File: config.mk
export PLATFORM = sky130hd
export DESIGN_NAME = out_port_uart_tx
export DESIGN_NICKNAME = d
export VERILOG_FILES = /design/src/rtl/arch_defs_pkg.sv /design/src/rtl/out_port_uart_tx_fifo.sv /design/src/rtl/out_port_uart_tx.sv
export SDC_FILE = /design/constraint.sdc
export NUM_CORES = 1
export LEC_CHECK = 0
export BUFFER_PORTS_ARGS = -buffer_cell sky130_fd_sc_hd__buf_2
export CORE_MARGIN = 2
export CORE_UTILIZATION = 60
export CTS_BUF_LIST = sky130_fd_sc_hd__clkbuf_4 sky130_fd_sc_hd__clkbuf_8 sky130_fd_sc_hd__clkbuf_16
export DETAILED_ROUTE_END_ITERATION = 10
export GPL_TIMING_DRIVEN = 0
export PLACE_DENSITY = 0.85
export SYNTH_ARGS = -nofsm -noshare
export SYNTH_HDL_FRONTEND = slang
export SYNTH_SLANG_ARGS = --single-unit
File: constraint.sdc
create_clock -name clk -period 3.65 [get_ports clk]
set_input_delay 0.5475 -clock clk [delete_from_list [all_inputs] [get_ports clk]]
set_output_delay 0.5475 -clock clk [all_outputs]
set_load 0.02 [all_outputs]
File: src/rtl/arch_defs_pkg.sv
// Shared architecture definitions: UART transmitter state encoding and default baud divisor.
package arch_defs_pkg;

  typedef enum logic [1:0] {UTX_IDLE, UTX_START, UTX_DATA, UTX_STOP} uart_tx_state_t;

  localparam int UART_CLKS_PER_BIT = 868;

endpackage

File: src/rtl/out_port_uart_tx_fifo.sv
// Small synchronous FIFO with first-word-fall-through output; full/empty derive from count.
module sync_fifo #(
  parameter int WIDTH = 8,
  parameter int DEPTH = 4
) (
  input  logic                     clk,
  input  logic                     reset,
  input  logic                     push,
  input  logic                     pop,
  input  logic [WIDTH-1:0]         din,
  output logic [WIDTH-1:0]         dout,
  output logic [$clog2(DEPTH):0]   count,
  output logic                     full,
  output logic                     empty
);

  localparam int AW = $clog2(DEPTH);
  localparam int CW = AW + 1;

  logic [WIDTH-1:0] mem [DEPTH];
  logic [AW-1:0]    wr_ptr;
  logic [AW-1:0]    rd_ptr;
  logic             do_push;
  logic             do_pop;

  assign full    = (count == CW'(DEPTH));
  assign empty   = (count == '0);
  assign do_pop  = pop && !empty;
  // A full FIFO still accepts a push when the same edge frees a slot.
  assign do_push = push && (!full || do_pop);
  assign dout    = mem[rd_ptr];

  always_ff @(posedge clk) begin
    if (reset) begin
      wr_ptr <= '0;
      rd_ptr <= '0;
      count  <= '0;
    end else begin
      if (do_push) wr_ptr <= wr_ptr + AW'(1);
      if (do_pop)  rd_ptr <= rd_ptr + AW'(1);
      case ({do_push, do_pop})
        2'b10:   count <= count + CW'(1);
        2'b01:   count <= count - CW'(1);
        default: count <= count;
      endcase
    end
  end

  always_ff @(posedge clk) begin
    if (do_push) mem[wr_ptr] <= din;
  end

endmodule

File: src/rtl/out_port_uart_tx.sv
// OUT-register serial transmitter: captures each OUT load into a FIFO and sends it as an 8N1 frame.
module out_port_uart_tx
  import arch_defs_pkg::*;
#(
  parameter int DATA_WIDTH   = 8,
  parameter int CLKS_PER_BIT = UART_CLKS_PER_BIT,
  parameter int FIFO_DEPTH   = 4
) (
  input  logic                          clk,
  input  logic                          reset,
  input  logic                          out_load,
  input  logic [DATA_WIDTH-1:0]         out_data,
  output logic                          tx,
  output logic                          busy,
  output logic                          overflow,
  output logic [$clog2(FIFO_DEPTH):0]   fifo_count
);

  localparam int BW = $clog2(CLKS_PER_BIT);
  localparam int IW = (DATA_WIDTH > 1) ? $clog2(DATA_WIDTH) : 1;

  uart_tx_state_t          state;
  logic [BW-1:0]           baud_cnt;
  logic [IW-1:0]           bit_idx;
  logic [DATA_WIDTH-1:0]   shift_reg;
  logic [DATA_WIDTH-1:0]   fifo_dout;
  logic                    fifo_pop;
  logic                    fifo_full;
  logic                    fifo_empty;
  logic                    baud_wrap;

  assign baud_wrap = (baud_cnt == BW'(CLKS_PER_BIT - 1));
  // Pop from IDLE, or at the end of STOP so the next frame follows with no idle gap.
  assign fifo_pop  = !fifo_empty && ((state == UTX_IDLE) || ((state == UTX_STOP) && baud_wrap));
  assign busy      = (state != UTX_IDLE) || (fifo_count != '0);

  sync_fifo #(
    .WIDTH (DATA_WIDTH),
    .DEPTH (FIFO_DEPTH)
  ) u_fifo (
    .clk   (clk),
    .reset (reset),
    .push  (out_load),
    .pop   (fifo_pop),
    .din   (out_data),
    .dout  (fifo_dout),
    .count (fifo_count),
    .full  (fifo_full),
    .empty (fifo_empty)
  );

  always_ff @(posedge clk) begin
    if (reset) begin
      overflow <= 1'b0;
    end else if (out_load && fifo_full && !fifo_pop) begin
      overflow <= 1'b1;
    end
  end

  always_ff @(posedge clk) begin
    if (reset) begin
      state     <= UTX_IDLE;
      baud_cnt  <= '0;
      bit_idx   <= '0;
      shift_reg <= '0;
      tx        <= 1'b1;
    end else begin
      case (state)
        UTX_IDLE: begin
          tx       <= 1'b1;
          baud_cnt <= '0;
          if (fifo_pop) begin
            shift_reg <= fifo_dout;
            tx        <= 1'b0;
            state     <= UTX_START;
          end
        end
        UTX_START: begin
          if (baud_wrap) begin
            baud_cnt  <= '0;
            bit_idx   <= '0;
            tx        <= shift_reg[0];
            shift_reg <= shift_reg >> 1;
            state     <= UTX_DATA;
          end else begin
            baud_cnt <= baud_cnt + BW'(1);
          end
        end
        UTX_DATA: begin
          if (baud_wrap) begin
            baud_cnt <= '0;
            if (bit_idx == IW'(DATA_WIDTH - 1)) begin
              bit_idx <= '0;
              tx      <= 1'b1;
              state   <= UTX_STOP;
            end else begin
              bit_idx   <= bit_idx + IW'(1);
              tx        <= shift_reg[0];
              shift_reg <= shift_reg >> 1;
            end
          end else begin
            baud_cnt <= baud_cnt + BW'(1);
          end
        end
        UTX_STOP: begin
          if (baud_wrap) begin
            baud_cnt <= '0;
            if (fifo_pop) begin
              shift_reg <= fifo_dout;
              tx        <= 1'b0;
              state     <= UTX_START;
            end else begin
              state <= UTX_IDLE;
            end
          end else begin
            baud_cnt <= baud_cnt + BW'(1);
          end
        end
        default: begin
          state    <= UTX_IDLE;
          baud_cnt <= '0;
          tx       <= 1'b1;
        end
      endcase
    end
  end

endmodule
==> results of run 1 <==
==> where the power goes <==
part	switching, W	internal (W)
clock network	0.000296	0.000328
registers	0.0000640	0.000890
logic	0.000499	0.000370
==> critical path: stages, from the launching register on <==
cell and delay, ns:
dfxtp_1 0.41, ha_1 0.27, and4bb_4 0.29, a31oi_4 0.12, or3_4 0.41, fa_1 0.36, inv_1 0.09, nand2_1 0.08
or3_1 0.32, o221ai_2 0.08, mux2_1 0.35
==> kinds of logic after synthesis <==
family / after synthesis
simple gates: 79
flops: 66
compound gates: 30
mux: 20
buf+inv: 17
fa+ha+maj: 13
xor+xnor: 11
==> cell type report <==
| type | count | area (sq um) | area share |
|---|---|---|---|
| Sequential cell | 66 | 1640 | 0.496 |
| Clock inverter | 7 | 83.8 | 0.0253 |
| Tap cell | 67 | 83.8 | 0.0253 |
| Timing Repair Buffer | 16 | 80.1 | 0.0242 |
| Multi-Input combinational cell | 153 | 1220 | 0.370 |
| Inverter | 9 | 33.8 | 0.0102 |
| Clock buffer | 9 | 124 | 0.0375 |
| Buffer | 8 | 35.0 | 0.0106 |
==> metrics by stage <==
| step | cells | worst slack, ns | instance area, sq um | utilization | power, W |
|---|---|---|---|---|---|
| floorplan | 236 | 0.981 | 2940 | - | 0.00164 |
| global placement | 319 | 0.826 | 3100 | 0.656 | 0.00180 |
| detailed placement | 319 | 0.778 | 3100 | 0.656 | 0.00182 |
| CTS | 335 | 0.747 | 3310 | 0.700 | 0.00245 |
| global route | 335 | 0.594 | 3310 | 0.700 | 0.00260 |
| finish | 335 | 0.738 | 3310 | 0.700 | 0.00245 |
==> placed cells by master (no fill, tap or decap), drive strengths merged, types with 2 or more instances in the layout <==
master and instances:
inv 13, mux2 3, a31oi 3, a211oi 7, nand2 11, buf 18
nand3 6, a21boi 2, nor2b 2, o32ai 2, ha 12, or3 4
and4bb 2, a21oi 8, o21ai 2, xnor2 7, nand2b 2, nor3 4
mux4 8, clkbuf 15, xor2 4, edfxtp 32, nor2 35, mux2i 9
and3 2, nand4 3, dfxtp 34, and2 6
==> worst paths after layout <==
path	startpoint	end	slack [ns]
worst min-delay path	out_data[5]	u_fifo.mem[1][5]	0.42
worst min register to register	baud_cnt[0]	baud_cnt[0]	0.47
worst max-delay path	state[1]	u_fifo.count[2]	0.74
worst max register to register	state[1]	u_fifo.count[2]	0.74
==> routing by layer <==
metal / up-vias / part of all wire
met2: 35 / 0.51
met3: 5 / 0.036
met4: 0 / 0.0067
met1: 888 / 0.45
met5: - / 0
li1: 918 / -
==> metrics.yaml, run 1 <==
track_usage: 0.212
row_count: 25
grt_busiest_layer: "met2"
via_per_inst: 5.51
layout_min_cycle_time_ns: 2.91
fin_nets: 287
yosysMostFrequentCell: "nor2_1"
clk_latency_ns: 0.33
endpoint_kind: "register"
slew-limit-headroom: 0.672
post_cts_resized: 0
crit_type: "reg -> reg"
core_sq_um: 4720
synth_top_family_by_area: "simple AND/OR/NAND/NOR gates"
yosys_register_bits: 66
setup_violations: 0
largest_register_ffs: 32
overflow: 0
synth_top_area_cell: "edfxtp_1"
dr.first_iter.drc_count: 117
die_h_microns: 73.9
yosys.area_share.adder: 0.0580
post_route_cells_drive_above_1_share: 0.205
required_ns: 3.87
cts_hold_buf: 0
ys_async_sr_fraction: 0
peakVddDrop_mv: 0.525
path_clk_slew_ns: 0.08
hpwl_microns: 3540
synthCells: 236
worstPathMaxFanout: 5
r2r.worst_path.cells: 10
ant_nets: 0
drc: 0
drt_wl_total_microns: 5050
yosys_most_used_dff: "dfxtp_1"
fill_cells: 317
drt-pass1-iter-count: 4
synth-edff-count: 32
worst_pin_slew_ns: 0.479
die-area_sq_um: 5470
synthTopCellsByArea: "edfxtp_1, dfxtp_1, mux4_2"
cts_root_buf: "clkbuf_8"
finalSetupTns_ns: 0
max_freq_mhz: 343
ys_warn_count: 0
pin_count: 17
post_cts_buffers: 0
synth_compound_area_frac: 0.0848
use_met3: 0.0474
grt_pass1_vias: 1874
synth_simple_gate_area_frac: 0.136
crit_path_start_kind: "register"
wire_per_inst_microns: 15.1
diodes: 0
synth_mux_area_frac: 0.106
post_synth.cell_area_avg_sq_um: 12.4
gp_congestion: 0.859
finalHoldViolCount: 0
die_w_microns: 73.9
status: "finished clean"
synth_area_sq_um: 2940
hp-class: "in -> reg"
grt_pass1_wl_microns: 8630
drv_cap: 0
cts_buffer_depth: 2
areaGrowthSynthToFinish_pct: 12.7
yosysUniqueCellTypes: 45
start_util: 0.621
yosysSeqAreaShare: 0.559
antenna_found_initial: 0
syn_nets: 260
final_max_slew_viol_count: 0
numCtsBuffers: 9
htreeDepth: 3
grt_max_degree: 15
arrival_ns: 3.13
grt_util_met2: 0.351
cts.sinks: 66
vias: 1846
met1_usage: 0.275
io_buffers: 16
power.static_leakage_nw: 1.23
p_per_area_nw_per_um2: 740
synth_top_area_frac: 0.327
finClkSkew_ns: 0.0126
fin_crit_sh: 0.798
synthTopCellsByCount: "nor2_1, dfxtp_1, edfxtp_1, ha_1, nand2_1"
whs_ns: 0.423
cts_tree: "built"
rsz0062_at_grt: "no"
yosys.area_share.xor_xnor: 0.0328
hold_depth: 1
Power figures use the tool's default switching activity.
==> inputs of run 2 (changes only) <==
Settings changed: ABC_AREA set to 1, CORE_UTILIZATION 60 to 54, PLACE_DENSITY 0.85 to 0.81.
Clock period 3.65 ns to 2.4 ns, I/O delays scaled along.
==> run 2 against run 1 <==
- worst hold slack lost 0.20 ns
- via count rose by 20%
- utilization shrank 5.5 points
- global-route usage decreased by 1.6 points
- critical path type unchanged
==> metrics.yaml, run 2 <==
core_sq_um: 5170  # was 4720 sq um
cp_common_cell: "nand2_1"
hp-class: "in -> reg"  # unchanged
peakVddDrop_mv: 0.705  # was 0.525 mV
yosys_most_used_dff: "dfxtp_1"  # unchanged
status: "finished clean"  # unchanged
path_clk_slew_ns: 0.08  # about the same
grt_pass1_vias: 2199  # was 1874
post_dp_cell_area_sq_um: 3110  # was 3100 sq um
dp_cells: 412  # was 319
numCtsBuffers: 9  # unchanged
min_from: "out_data[4]"  # was out_data[5]
required_ns: 2.39  # was 3.87 ns
cts_tree: "built"  # unchanged
ys_warn_count: 0  # unchanged
ys_async_sr_fraction: 0  # unchanged
htreeDepth: 3  # unchanged
largest_register_ffs: 32  # unchanged
diodes: 0  # unchanged
rsz0062_at_grt: "yes"  # was no
fin_area_sq_um: 3340  # was 3310 sq um
yosysMostFrequentCell: "nor2_1"  # unchanged
wl_met3_microns: 192  # was 183 microns
ant_nets: 0  # unchanged
fin_nets: 377  # was 287
gp_congestion: 0.799  # was 0.859
cts_buffer_depth: 2  # unchanged
endpoint_kind: "register"  # unchanged
track_usage: 0.196  # was 0.212
synth-edff-count: 32  # unchanged
dr.first_iter.drc_count: 103  # was 117
drt_wl_total_microns: 5370  # was 5050 microns
finalHoldViolCount: 0  # unchanged
finClkSkew_ns: 0.00983  # was 0.0126 ns
regToRegSetupSlack_ns: 0.13  # was 0.74 ns
syn_nets: 350  # was 260
clk_latency_ns: 0.35  # was 0.33 ns
grt_pass1_wl_microns: 9240  # was 8630 microns
drt-pass1-iter-count: 4  # unchanged
power.static_leakage_nw: 1.36  # was 1.23 nW
crit_chain: "ha_1, inv_1, nor2_2, nand4_2, nand2_1, nand2_2, nand2_1, nand2_1, nor2_2"  # was ha_1, and4bb_4, a31oi_4, or3_4, fa_1, inv_1, nand2_1, or3_1, o221ai_2, mux2_1
routed.top_layer: "met4"  # unchanged
fin_crit_sh: 0.947  # was 0.798
slew-limit-headroom: 0.666  # was 0.672
die_w_microns: 77.8  # was 73.9 microns
yosysUniqueCellTypes: 37  # was 45
hpwl_microns: 3680  # was 3540 microns
worstPathMaxFanout: 8  # was 5
via_per_inst: 5.18  # was 5.51
io_buffers: 16  # unchanged
antenna_found_initial: 0  # unchanged
post_synth.cell_area_avg_sq_um: 9.03  # was 12.4 sq um
grt_max_degree: 15  # unchanged
final_max_slew_viol_count: 0  # unchanged
synthCells: 326  # was 236
drv_cap: 0  # unchanged
cts_hold_buf: 0  # unchanged
die-area_sq_um: 6060  # was 5470 sq um
synth_area_sq_um: 2940  # about the same
yosysSeqAreaShare: 0.558  # was 0.559
start_util: 0.569  # was 0.621
synthTopCellsByArea: "edfxtp_1, dfxtp_1, nor2_1"  # was edfxtp_1, dfxtp_1, mux4_2
layout_min_cycle_time_ns: 2.27  # was 2.91 ns
rr_startpoint: "baud_cnt[0]"  # was state[1]
die_h_microns: 77.8  # was 73.9 microns
overflow: 0  # unchanged
wl_met2_microns: 2580  # was 2560 microns
r2r_end: "u_fifo.mem[3][0]"  # was u_fifo.count[2]
final_cell_mix: "nor2_1, nand2_1, dfxtp_1"  # was nor2_1, dfxtp_1, edfxtp_1
stdcell_count: 428  # was 335
met1_length_microns: 2490  # was 2270 microns
drc: 0  # unchanged
slowest_delay_ns: 0.45  # was 0.41 ns
p_per_area_nw_per_um2: 1200  # was 740 nW/um^2
r2r.worst_path.cells: 9  # was 10
crit_path_start_kind: "register"  # unchanged
post_cts_buffers: 0  # unchanged
post_route_cells_drive_above_1_share: 0.142  # was 0.205
row_count: 26  # was 25
synth_top_area_frac: 0.327  # about the same
setup_violations: 0  # unchanged
worst_pin_slew_ns: 0.501  # was 0.479 ns
cts_root_buf: "clkbuf_8"  # unchanged
arrival_ns: 2.26  # was 3.13 ns
pin_count: 17  # unchanged
synthTopCellsByCount: "nor2_1, nand2_1, dfxtp_1, edfxtp_1, inv_1"  # was nor2_1, dfxtp_1, edfxtp_1, ha_1, nand2_1
hold_depth: 1  # unchanged
areaGrowthSynthToFinish_pct: 13.4  # was 12.7%
yosys_register_bits: 66  # unchanged
synth_top_area_cell: "edfxtp_1"  # unchanged
vias: 2215  # was 1846
mostFrequentLayoutCell: "nor2_1"  # unchanged
whs_endpoint: "u_fifo.mem[3][4]"  # was u_fifo.mem[1][5]
cts.sinks: 66  # unchanged
critPathSlowestCell: "nor2_2"  # was dfxtp_1
crit_type: "reg -> reg"  # unchanged
wire_per_inst_microns: 12.6  # was 15.1 microns
max_freq_mhz: 440  # was 343 MHz
## run 2: cell count changes after synthesis, sizes merged, moves of 4 or more
cell / change
nor2: +26
mux2i: -9
nand3: +12
mux4: -8
xor2: -4
a21oi: +9
nand2: +43
xnor2: -6
o21ai: +32
inv: +23
and2: -6
a211oi: -7
## run 2: cell families (layout without fill, tap and decap cells)
family / Yosys count / count (layout) / share of synthesized area
simple gates: 149 / 149 / 0.219
flops: 66 / 66 / 0.558
compound gates: 57 / 57 / 0.108
buf+inv: 40 / 72 / 0.0540
fa+ha+maj: 13 / 13 / 0.0578
xor+xnor: 1 / 1 / 0.00298
## run 2: through the flow
step | TNS [ns] | utilization | hold slack [ns] | setup WS [ns] | power, W
floorplan | 0 | - | 0.418 | 0.336 | 0.00266
global placement | -0.0516 | 0.601 | 0.431 | -0.00665 | 0.00297
detailed placement | -1.84 | 0.601 | 0.469 | -0.0947 | 0.00302
CTS | 0 | 0.643 | 0.207 | 0.0530 | 0.00399
global route | -0.881 | 0.645 | 0.214 | -0.0547 | 0.00431
finish | 0 | 0.645 | 0.222 | 0.127 | 0.00400
## run 2: how the worst max path moves through the flow
stage                startpoint  depth (start not counted)          endpoint
floorplan           baud_cnt[0]                         11   u_fifo.count[2]
global placement    baud_cnt[0]                          9  u_fifo.mem[0][5]
detailed placement  baud_cnt[0]                          9  u_fifo.mem[3][5]
CTS                 baud_cnt[0]                         11   u_fifo.count[2]
global route        baud_cnt[0]                          9  u_fifo.mem[3][7]
finish              baud_cnt[0]                          9  u_fifo.mem[3][0]
## run 2: cell type report
cell class | instances | area [sq um]
clock inverters | 7 | 81.3
fillers | 423 | 1830
well taps | 70 | 87.6
multi-input cells | 220 | 1160
inverters | 34 | 128
repair buffers | 16 | 80.1
plain buffers | 6 | 31.3
flip-flops and latches | 66 | 1640
clock buffers | 9 | 124
## run 2: per-layer routing
| layer | vias to the layer above | track usage |
|---|---|---|
| met5 | - | 0 |
| met4 | 0 | 0.113 |
| met3 | 12 | 0.0547 |
| met2 | 40 | 0.317 |
| met1 | 1016 | 0.233 |
| li1 | 1147 | - |
## run 2: worst max-delay path, delay by kind of cell (launching register included)
kind	cells	cell delay [ns]
simple gates	7	1.30
fa+ha+maj	1	0.18
buf+inv	1	0.06
flops	1	0.37
## run 2: what timing repair did
| item | 4_1_cts | 5_1_grt |
|---|---|---|
| resized for setup | 4 | 3 |
| setup endpoints to repair | 32 | 34 |
| cloned | 0 | 0 |
## run 2: report_power, final
group | internal, W | switching, W
sequential | 0.00139 | 0.000121
clock | 0.000496 | 0.000469
combinational | 0.000516 | 0.00100
total | 0.00241 | 0.00159
